===== src/rtl/hazard_control_unit.sv =====
// hazard_control_unit
//   Pipeline hazard control for a classic 5-stage pipeline.
//   - Detects load-use hazards and stalls for LOAD_STALLS cycles.
//   - Flushes IF/ID and bubbles ID on a taken branch.
//   - Freezes the whole pipeline while data memory is busy.
//   - Keeps a saturating count of cycles in which the PC did not advance.
//
// Parameters
//   REG_W       register-address width
//   LOAD_STALLS bubble cycles per load-use hazard (1..7)
//   CNT_W       width of stall_cycles
//
// Ports
//   clk, rst                 clock, synchronous active-high reset
//   ID_EX_memRead, EX_rt     load in EX and its destination register
//   ID_rs, ID_rt             ID source registers
//   ID_use_rs, ID_use_rt     ID instruction actually reads rs / rt
//   branch_taken             branch resolved taken in EX
//   mem_busy                 data memory not ready (freeze everything)
//   PC_write .. EX_MEM_write pipeline write enables (1 = advance)
//   Mux_enable_ID            1 = zero ID control (bubble into EX)
//   IF_ID_flush              1 = clear IF/ID to NOP
//   stall_cycles             saturating count of cycles with PC_write = 0
//   state                    0 = RUN, 1 = LDSTALL
module hazard_control_unit #(
  parameter int REG_W       = 5,
  parameter int LOAD_STALLS = 1,
  parameter int CNT_W       = 16
) (
  input  logic             clk,
  input  logic             rst,
  input  logic             ID_EX_memRead,
  input  logic [REG_W-1:0] EX_rt,
  input  logic [REG_W-1:0] ID_rs,
  input  logic [REG_W-1:0] ID_rt,
  input  logic             ID_use_rs,
  input  logic             ID_use_rt,
  input  logic             branch_taken,
  input  logic             mem_busy,
  output logic             PC_write,
  output logic             IF_ID_write,
  output logic             ID_EX_write,
  output logic             EX_MEM_write,
  output logic             Mux_enable_ID,
  output logic             IF_ID_flush,
  output logic [CNT_W-1:0] stall_cycles,
  output logic             state
);

  typedef enum logic {RUN = 1'b0, LDSTALL = 1'b1} st_t;

  // The first stall cycle happens in RUN, so LDSTALL covers the rest.
  localparam logic [2:0] RELOAD = 3'(LOAD_STALLS - 1);

  st_t        st_q, st_d;
  logic [2:0] cnt_q, cnt_d;
  logic       hz;

  // Register 0 is hard-wired zero and can never carry a load-use hazard.
  assign hz = ID_EX_memRead && (EX_rt != '0) &&
              ((ID_use_rs && (EX_rt == ID_rs)) ||
               (ID_use_rt && (EX_rt == ID_rt)));

  always_comb begin
    PC_write      = 1'b1;
    IF_ID_write   = 1'b1;
    ID_EX_write   = 1'b1;
    EX_MEM_write  = 1'b1;
    Mux_enable_ID = 1'b0;
    IF_ID_flush   = 1'b0;
    st_d          = st_q;
    cnt_d         = cnt_q;
    if (rst) begin
      // outputs stay at their normal values; registers reset below
    end else if (mem_busy) begin
      // full freeze: state and down-counter hold
      PC_write     = 1'b0;
      IF_ID_write  = 1'b0;
      ID_EX_write  = 1'b0;
      EX_MEM_write = 1'b0;
    end else if (branch_taken) begin
      // wrong-path instructions in IF and ID are discarded; any pending
      // load stall is moot because the ID instruction is being killed
      IF_ID_flush   = 1'b1;
      Mux_enable_ID = 1'b1;
      st_d          = RUN;
      cnt_d         = '0;
    end else if (st_q == LDSTALL || hz) begin
      PC_write      = 1'b0;
      IF_ID_write   = 1'b0;
      Mux_enable_ID = 1'b1;
      if (st_q == LDSTALL) begin
        cnt_d = cnt_q - 3'd1;
        if (cnt_q == 3'd1) st_d = RUN;
      end else if (LOAD_STALLS > 1) begin
        st_d  = LDSTALL;
        cnt_d = RELOAD;
      end
    end
  end

  always_ff @(posedge clk) begin
    if (rst) begin
      st_q         <= RUN;
      cnt_q        <= '0;
      stall_cycles <= '0;
    end else begin
      st_q  <= st_d;
      cnt_q <= cnt_d;
      if (!PC_write && (stall_cycles != {CNT_W{1'b1}}))
        stall_cycles <= stall_cycles + 1'b1;
    end
  end

  assign state = (st_q == LDSTALL);

endmodule


===== config.mk =====
export PLATFORM = sky130hd
export DESIGN_NAME = hazard_control_unit
export DESIGN_NICKNAME = d
export VERILOG_FILES = /design/src/rtl/hazard_control_unit.sv
export SDC_FILE = /design/constraint.sdc
export NUM_CORES = 1
export LEC_CHECK = 0
export BUFFER_PORTS_ARGS = -buffer_cell sky130_fd_sc_hd__buf_4
export CAP_MARGIN = 20
export CORE_AREA = 3 3 54 56
export DETAILED_ROUTE_END_ITERATION = 7
export DIE_AREA = 0 0 57 59
export PLACE_DENSITY_LB_ADDON = 0.12
export SLEW_MARGIN = 20
export SYNTH_ARGS = -nofsm -noshare
export SYNTH_HDL_FRONTEND = slang
export SYNTH_SLANG_ARGS = --single-unit

===== constraint.sdc =====
create_clock -name clk -period 3.8 [get_ports clk]
set_input_delay 0.76 -clock clk [delete_from_list [all_inputs] [get_ports clk]]
set_output_delay 0.76 -clock clk [all_outputs]
set_load 0.05 [all_outputs]

### Word-level counts from Yosys, hierarchy flattened

Cells that the tools add are included.
W data, S select, Z words.

| word-level totals | value |
|---|---|
| register bits after elaboration | 20 |
| input port bits | 22 |
| output and inout port bits | 23 |
| logic and storage cells | 43 |

| cells by class | value |
|---|---|
| $add $sub $neg | 2 |
| equality and inequality tests | 4 |
| mux-type cells | 20 |
| bitwise gates (word level) | 1 |
| reductions and logical operators | 13 |

Operators by type and width:

| kind | number |
|---|---|
| $mux W1 | 17 |
| $add A16 B1 Y16 const B | 1 |
| $ne A16 B16 Y1 const B | 1 |
| $eq A5 B5 Y1 | 2 |
| $mux W3 | 3 |
| $logic_and A1 B1 Y1 | 5 |
| $reduce_bool A5 Y1 | 1 |
| $reduce_bool A2 Y1 | 2 |
| $eq A3 B1 Y1 const B | 1 |
| $reduce_and A3 Y1 | 1 |
| $sub A3 B1 Y3 const B | 1 |
| $logic_or A1 B1 Y1 | 2 |
| $reduce_and A2 Y1 | 1 |
| $logic_not A1 Y1 | 1 |
| $not A1 Y1 | 1 |

### Logic depth before layout (Yosys ltp)

Gate-level depths: netlist of run 1.

| logic depth | value |
|---|---|
| depth in word-level cells | 11 |
| depth in mapped cells | 9 |

### Worst setup path after synthesis of run 1

No wires, ideal clock.

| path | value |
|---|---|
| path type | input-to-output |
| start point | in EX_rt[1] |
| end point | out Mux_enable_ID |
| arrival | 2537 ps |
| setup slack | 503 ps |
| cell stages on the path | 5 |
| path buffers | 0 |
| cells stage by stage | xnor2_1 nand4_1 o22a_1 o21ai_0 nor3b_1 |

| on the way | value |
|---|---|
| longest elaborated chain between the ends | 9 |
| elaborated cells between the ends (all ways) | 13 |

Ends and longest elaborated chain:

| what | line | text |
|---|---|---|
| start, declared | 33 | `input logic [REG_W-1:0] EX_rt,` |
| $eq A5 B5 Y1, on equally long branches | 61, 62 |  |
| $logic_and A1 B1 Y1, on equally long branches | 61, 62 |  |
| $logic_or A1 B1 Y1 | 61 | `((ID_use_rs && (EX_rt == ID_rs)) \|\|` |
| $logic_and A1 B1 Y1 (*) | 60 | `assign hz = ID_EX_memRead && (EX_rt != '0) &&` |
| $logic_or A1 B1 Y1 (*) | 88 | `end else if (st_q == LDSTALL \|\| hz) begin` |
| $mux W1 (*) | 88 |  |
| $mux W1 (*) | 81 | `end else if (branch_taken) begin` |
| $mux W1 (*) | 75 | `end else if (mem_busy) begin` |
| $mux W1 (*) | 73 | `if (rst) begin` |
| end, declared | 44 | `output logic Mux_enable_ID,` |

Mark *: on every way between the ends. The rest lies on a longest branch, timed or not.

### Worst setup path after layout of run 1

| path | value |
|---|---|
| start point | in EX_rt[1] |
| end point | out PC_write |

| on the way | value |
|---|---|
| longest elaborated chain between the ends | 9 |
| elaborated cells between the ends (all ways) | 13 |

Ends and longest elaborated chain:

| what | line | text |
|---|---|---|
| $eq A5 B5 Y1, on equally long branches | 61, 62 |  |
| $logic_and A1 B1 Y1, on equally long branches | 61, 62 |  |
| $logic_or A1 B1 Y1 | 61 |  |
| $logic_and A1 B1 Y1 (*) | 60 |  |
| $logic_or A1 B1 Y1 (*) | 88 |  |
| $mux W1 (*) | 88 |  |
| $mux W1 (*) | 81 |  |
| $mux W1 (*) | 75 |  |
| $mux W1 (*) | 73 |  |
| end, declared | 40 | `output logic PC_write,` |

Marked as above.

==> results of run 1 <==
## stage by stage
stage          hold WS (ns)  std cells  instance area (um2)  util [%]
5_1_grt               0.532        215                 1620      65.4
3_3_place_gp          0.459        211                 1580      63.9
6_report              0.502        215                 1620      65.4
2_1_floorplan         0.450        145                 1280         -
4_1_cts               0.501        215                 1620      65.4
3_5_place_dp          0.483        211                 1580      63.9
## state kept, by name, indices dropped and copies added (netlist names)
name and cells:
stall_cycles 16, cnt_q 3, state 1
## metal layers
layer / vias up / track usage [%] / part of all wire [%]
met2: 70 / 32.8 / 48
met3: 5 / 3.49 / 9.5
met4: 0 / 7.62 / 1.1
li1: 621 / - / -
met5: - / 0 / 0
met1: 592 / 21.7 / 41
## cell usage in the layout, fill, tap and decap left out, drive strengths merged, types with 4 or more instances in the layout
master	n
buf	44
dfxtp	20
a21oi	15
nand2	14
xnor2	11
o21ai	9
inv	7
nand3	7
nor2	7
o31ai	5
nand4	5
or4	5
or3	4
clkbuf	4
## worst min-delay path by stage
stage,end,depth (start not counted)
after floorplan,cnt_q[1],2
after global placement,cnt_q[2],2
after detailed placement,cnt_q[2],2
after CTS,cnt_q[2],2
after global routing,cnt_q[1],2
final,cnt_q[2],2
## cells in the mapped netlist, types with 2 or more instances
master    instances  area (um2)
dfxtp_1          20         400
nand2_1          13        48.8
xnor2_1          11        96.3
a21oi_2           8        70.1
a21oi_1           7        35.0
inv_1             7        26.3
nand3_1           7        35.0
nor2_1            6        22.5
o31ai_1           5        37.5
nand4_1           4        25.0
o21ai_0           4        20.0
or3_1             4        25.0
or4_1             4        30.0
ha_1              3        37.5
o311ai_0          3        26.3
o41ai_1           3        26.3
buf_1             2        7.51
buf_4             2        15.0
mux2i_1           2        20.0
nor3_1            2        10.0
o21ai_1           2        10.0
o21ai_2           2        17.5
## layout make-up
| class | count | area share [%] |
|---|---|---|
| Tap cell | 30 | 2.32 |
| Sequential cell | 20 | 24.7 |
| Timing Repair Buffer | 44 | 20.4 |
| Inverter | 7 | 1.62 |
| Clock buffer | 4 | 2.24 |
| Multi-Input combinational cell | 110 | 48.7 |
## cells by family after synthesis
group,Yosys count
AO/OA/AOI/OAI,43
flip-flops,20
buffers and inverters,15
adder cells (fa/ha/maj),3
XOR/XNOR,11
multiplexers,3
AND/OR/NAND/NOR,50
## worst min-delay path, cell delays in order (launching register included)
cell and delay, ns:
dfxtp_1 0.33, o21ai_0 0.07, a21oi_1 0.06
## where the power goes
part	internal, W	total, W	switching, W
clock network	0.0000584	0.000123	0.0000648
logic	0.0000345	0.0000827	0.0000482
registers	0.000211	0.000213	0.00000183
total	0.000304	0.000419	0.000115
==> qor.csv, run 1 <==
metric;value;unit
setup_viol;0;
core;2480;um2
power.density;259;nW/um2
ys_seq_area_share;31.3;%
fmax;337;MHz
ir_drop;0.166;mV
place.detailed.hpwl;2300;um
outcome;finished, final reports clean;
viasPerCell;5.99;
synthMuxAreaShare;2.45;%
layout_setup_ws;0.834;ns
area_growth;26.7;%
max_stage_delay;0.40;ns
cp-endpoint;PC_write;
nFillCells;232;
synth_compound_area_share;26.9;%
antenna_found_initial;0;
route.detailed.drc;0;
r2r_start;stall_cycles[0];
cts_sinks;20;
p_leak;0.615;nW
grt-ovfl-total;0;
dieArea;3360;um2
postCtsHoldBufs;0;
synthArstFlopShare;0;%
synthAdderAreaFrac;2.94;%
io_pins;45;
drtPass1Iterations;4;
tns;0;ns
synthesis.area;1280;um2
critical_path_buf_inv_count;2;
post-cts-setup-buffer-count;0;
hold_start;cnt_q[2];
yosysUniqueCellTypes;46;
pre_cts_ws;0.844;ns
grt_use_total;18.4;%
worstSetupStartpointType;input pin;
worstPathRequired;3.04;ns
rsz0062_at_grt;false;
regArea;400;um2
drtIter0Drc;45;
path_max_fanout;3;
synth_ff_type;dfxtp_1;
synth_top_family_by_area;compound AO/OA/AOI/OAI gates;
cts.reportedPaths.clkPinSlew;0.11;ns
path_class;input pin to output pin;
ys_ff_latch;20;
synth.avg_cell_area;8.82;um2
numCtsBuffers;3;
yosys.area_share.simple;21.9;%
io_buffer_count;44;
path_delay_family;compound AO/OA/AOI/OAI gates;
die_y;59;um
finalCritPeriodShare;78.0;%
drv_cap;0;
reg2reg_to;stall_cycles[15];
routed_wl;2970;um
r2r_cells;7;
rrSetupSlack;1.45;ns
grt_pass1_vias;1196;
postRouteAntennaNets;0;
clk_path_buf_depth;2;
drv_slew;0;
finClkSkew;0.00107;ns
cp-end-kind;output pin;
post_cts_resized;0;
tightest_slew;0.844;ns
power;0.000419;W
finalCriticalPeriod;2.97;ns
multiInputGateArea;790;um2
synth_fp_nets;170;
cp.arrival;2.21;ns
diodes;0;
synth-edff-count;0;
synth-xor-area-share;7.53;%
fin_nets;211;
syn_inst;145;
fp.dieW;57;um
slew-limit-headroom;43.7;%
cts_tree;built;
crit_cells;7;
drive_above_1_share;35.1;%
wire_per_inst;13.8;um
row_count;18;
grt_pass1_wl;4990;um
path_cells;buf_4, xnor2_1, nand4_1, o22a_1, o31ai_1, nand2_1, buf_4;
via_count;1288;
hold_viol;0;
cp_common_cell;buf_4;
grt_max_degree;23;
slowest_stage;o31ai_1;
clock-root-buffer;clkbuf_4;
ctsHtreeMaxLevel;1;
crit_start;EX_rt[1];
place_congestion;0.725;
hold_class;flip-flop to flip-flop;
synth_warnings;0;
start_util;51.6;%
clock_latency;0.30;ns
(Power assumes the default switching activity.)
==> inputs of run 2 (changes only) <==
--- a/config.mk
+++ b/config.mk
@@ -7,9 +7,9 @@
 export LEC_CHECK = 0
 export BUFFER_PORTS_ARGS = -buffer_cell sky130_fd_sc_hd__buf_4
 export CAP_MARGIN = 20
-export CORE_AREA = 3 3 54 56
+export CORE_AREA = 3 3 56 58
 export DETAILED_ROUTE_END_ITERATION = 7
-export DIE_AREA = 0 0 57 59
+export DIE_AREA = 0 0 59 61
 export PLACE_DENSITY_LB_ADDON = 0.12
 export SLEW_MARGIN = 20
 export SYNTH_ARGS = -nofsm -noshare
==> constraint.sdc (replaced) <==
create_clock -name clk -period 3.1 [get_ports clk]
set_input_delay 0.62 -clock clk [delete_from_list [all_inputs] [get_ports clk]]
set_output_delay 0.62 -clock clk [all_outputs]
set_load 0.05 [all_outputs]
==> run 2 against run 1 <==
Setup slack worse by 0.48 ns. Global-route usage down 0.68 points. Critical path type unchanged. Utilization down 4.7 points. Via count down 5.4%.
==> qor.csv, run 2 (synthesized netlist as in run 1, its figures left out) <==
metric;value;unit;change
tns;0;ns;unchanged
rrSetupSlack;0.90;ns;-0.55 ns
wire_per_inst;14.1;um;+2.2%
start_util;47.2;%;-4.4 points
drv_slew;0;;unchanged
hold_class;flip-flop to flip-flop;;
cp_common_cell;buf_4;;
nFillCells;254;;+9.5%
place_area;1590;um2;+0.55%
drtPass1Iterations;4;;unchanged
numCtsBuffers;3;;unchanged
area_growth;28.7;%;
io_pins;45;;unchanged
cp.arrival;2.12;ns;-0.09 ns
path_cells;buf_4, xnor2_1, nand4_1, o22a_1, o31ai_1, nand2_1, buf_4;;
tightest_slew;0.446;ns;-0.398 ns
mostFrequentLayoutCells;buf_4 (45), dfxtp_1 (20), nand2_1 (13), xnor2_1 (11), a21oi_2 (8);;
pre_cts_ws;0.412;ns;-0.432 ns
clk_path_buf_depth;2;;unchanged
grt_pass1_wl;4890;um;-2.1%
antenna_found_initial;0;;unchanged
rsz0062_at_grt;false;;
p_leak;0.626;nW;+1.9%
power.density;355;nW/um2;+37%
fmax;365;MHz;
grt-ovfl-total;0;;unchanged
cp-endpoint;PC_write;;
final_cells;217;;+0.93%
clock_latency;0.32;ns;+0.02 ns
post_cts_resized;0;;unchanged
grt_pass1_vias;1080;;-9.7%
dr_wl_met3;152;um;-46%
io_buffer_count;44;;unchanged
hold_path_depth;2;;unchanged
layout_setup_ws;0.358;ns;-0.476 ns
r2r_cells;8;;+1
die_y;61;um;+3.4%
fin_nets;212;;+0.47%
setup_viol;0;;unchanged
post-cts-setup-buffer-count;0;;unchanged
cts_tree;built;;
worstSetupStartpointType;input pin;;
diodes;0;;unchanged
multiInputGateArea;790;um2;unchanged
clock-root-buffer;clkbuf_4;;
finalCriticalPeriod;2.74;ns;
top_register;stall_cycles;;
grt_max_degree;23;;unchanged
path_class;input pin to output pin;;
postCtsHoldBufs;0;;unchanged
slew-limit-headroom;70.0;%;+26 points
dr_wl_met2;1410;um;-1.9%
finalCritPeriodShare;88.4;%;
ir_drop;0.281;mV;+69%
viasPerCell;5.61;;-6.3%
routed_wl;3060;um;+3.2%
hold_start;cnt_q[2];;
holdWs;0.483;ns;-0.0190 ns
ctsHtreeMaxLevel;1;;unchanged
drtIter0Drc;51;;+13%
finClkSkew;0.00993;ns;+0.00887 ns
stdcell_area;1650;um2;+1.5%
regArea;400;um2;unchanged
fp.dieW;59;um;+3.5%
max_stage_delay;0.43;ns;+0.03 ns
layout_commonest_cell;buf_4;;
path_max_fanout;3;;unchanged
place_congestion;0.787;;+8.6%
via_count;1218;;-5.4%
place.detailed.hpwl;2340;um;+2.0%
cts.reportedPaths.clkPinSlew;0.11;ns;about the same
drive_above_1_share;35.5;%;+0.35 points
drv_cap;0;;unchanged
outcome;finished, final reports clean;;
reg2reg_to;stall_cycles[14];;
row_count;19;;+1
hold_viol;0;;unchanged
dieArea;3600;um2;+7.0%
grt_use_total;17.7;%;-0.68 points
cp-end-kind;output pin;;
dp_cells;213;;+0.95%
postRouteAntennaNets;0;;unchanged
cts_sinks;20;;unchanged
drt-met1-wl;1460;um;+19%
r2r_start;stall_cycles[0];;
largest_reg_flops;16;;unchanged
route.detailed.drc;0;;unchanged
worstPathRequired;2.48;ns;-0.56 ns
slowest_stage;o31ai_1;;
core;2710;um2;+9.4%
routed.top_layer;met4;;
crit_start;EX_rt[3];;
run 2: critical path: cells and delay by family:
family | cells | cell delay [ns]
XOR/XNOR | 1 | 0.19
AND/OR/NAND/NOR | 2 | 0.28
buffers and inverters | 2 | 0.34
AO/OA/AOI/OAI | 2 | 0.69
run 2: routing by layer:
metal	GRT usage [%]	vias up
li1	-	626
met2	30.4	28
met3	2.98	5
met1	22.2	559
met5	0	-
met4	6.80	0
run 2: report_power, final:
group / switching, W / leakage (nW) / internal, W
combinational: 0.0000594 / 0.437 / 0.0000431
clock: 0.0000893 / 0.0279 / 0.000131
sequential: 0.00000217 / 0.161 / 0.000259
total: 0.000151 / 0.626 / 0.000433
run 2: layout make-up:
class                      count  share of cell area [%]
clock buffer                   3                    1.37
clock inverter                 1                    1.83
inverter                       7                    1.60
multi-input combinational    110                    48.0
sequential                    20                    24.3
tap                           31                    2.36
timing repair buffer          45                    20.5
run 2: how the worst min path moves through the flow:
stage / to / slack, ns
2_1_floorplan: cnt_q[1] / 0.45
3_3_place_gp: cnt_q[2] / 0.46
3_5_place_dp: cnt_q[1] / 0.47
4_1_cts: cnt_q[1] / 0.49
5_1_grt: cnt_q[1] / 0.50
6_report: cnt_q[2] / 0.48
run 2: per-stage QoR:
step           utilization (%)  power [W]
2_1_floorplan                -   0.000332
3_3_place_gp              58.8   0.000367
3_5_place_dp              58.8   0.000370
4_1_cts                   60.7   0.000587
5_1_grt                   60.7   0.000607
6_report                  60.7   0.000584
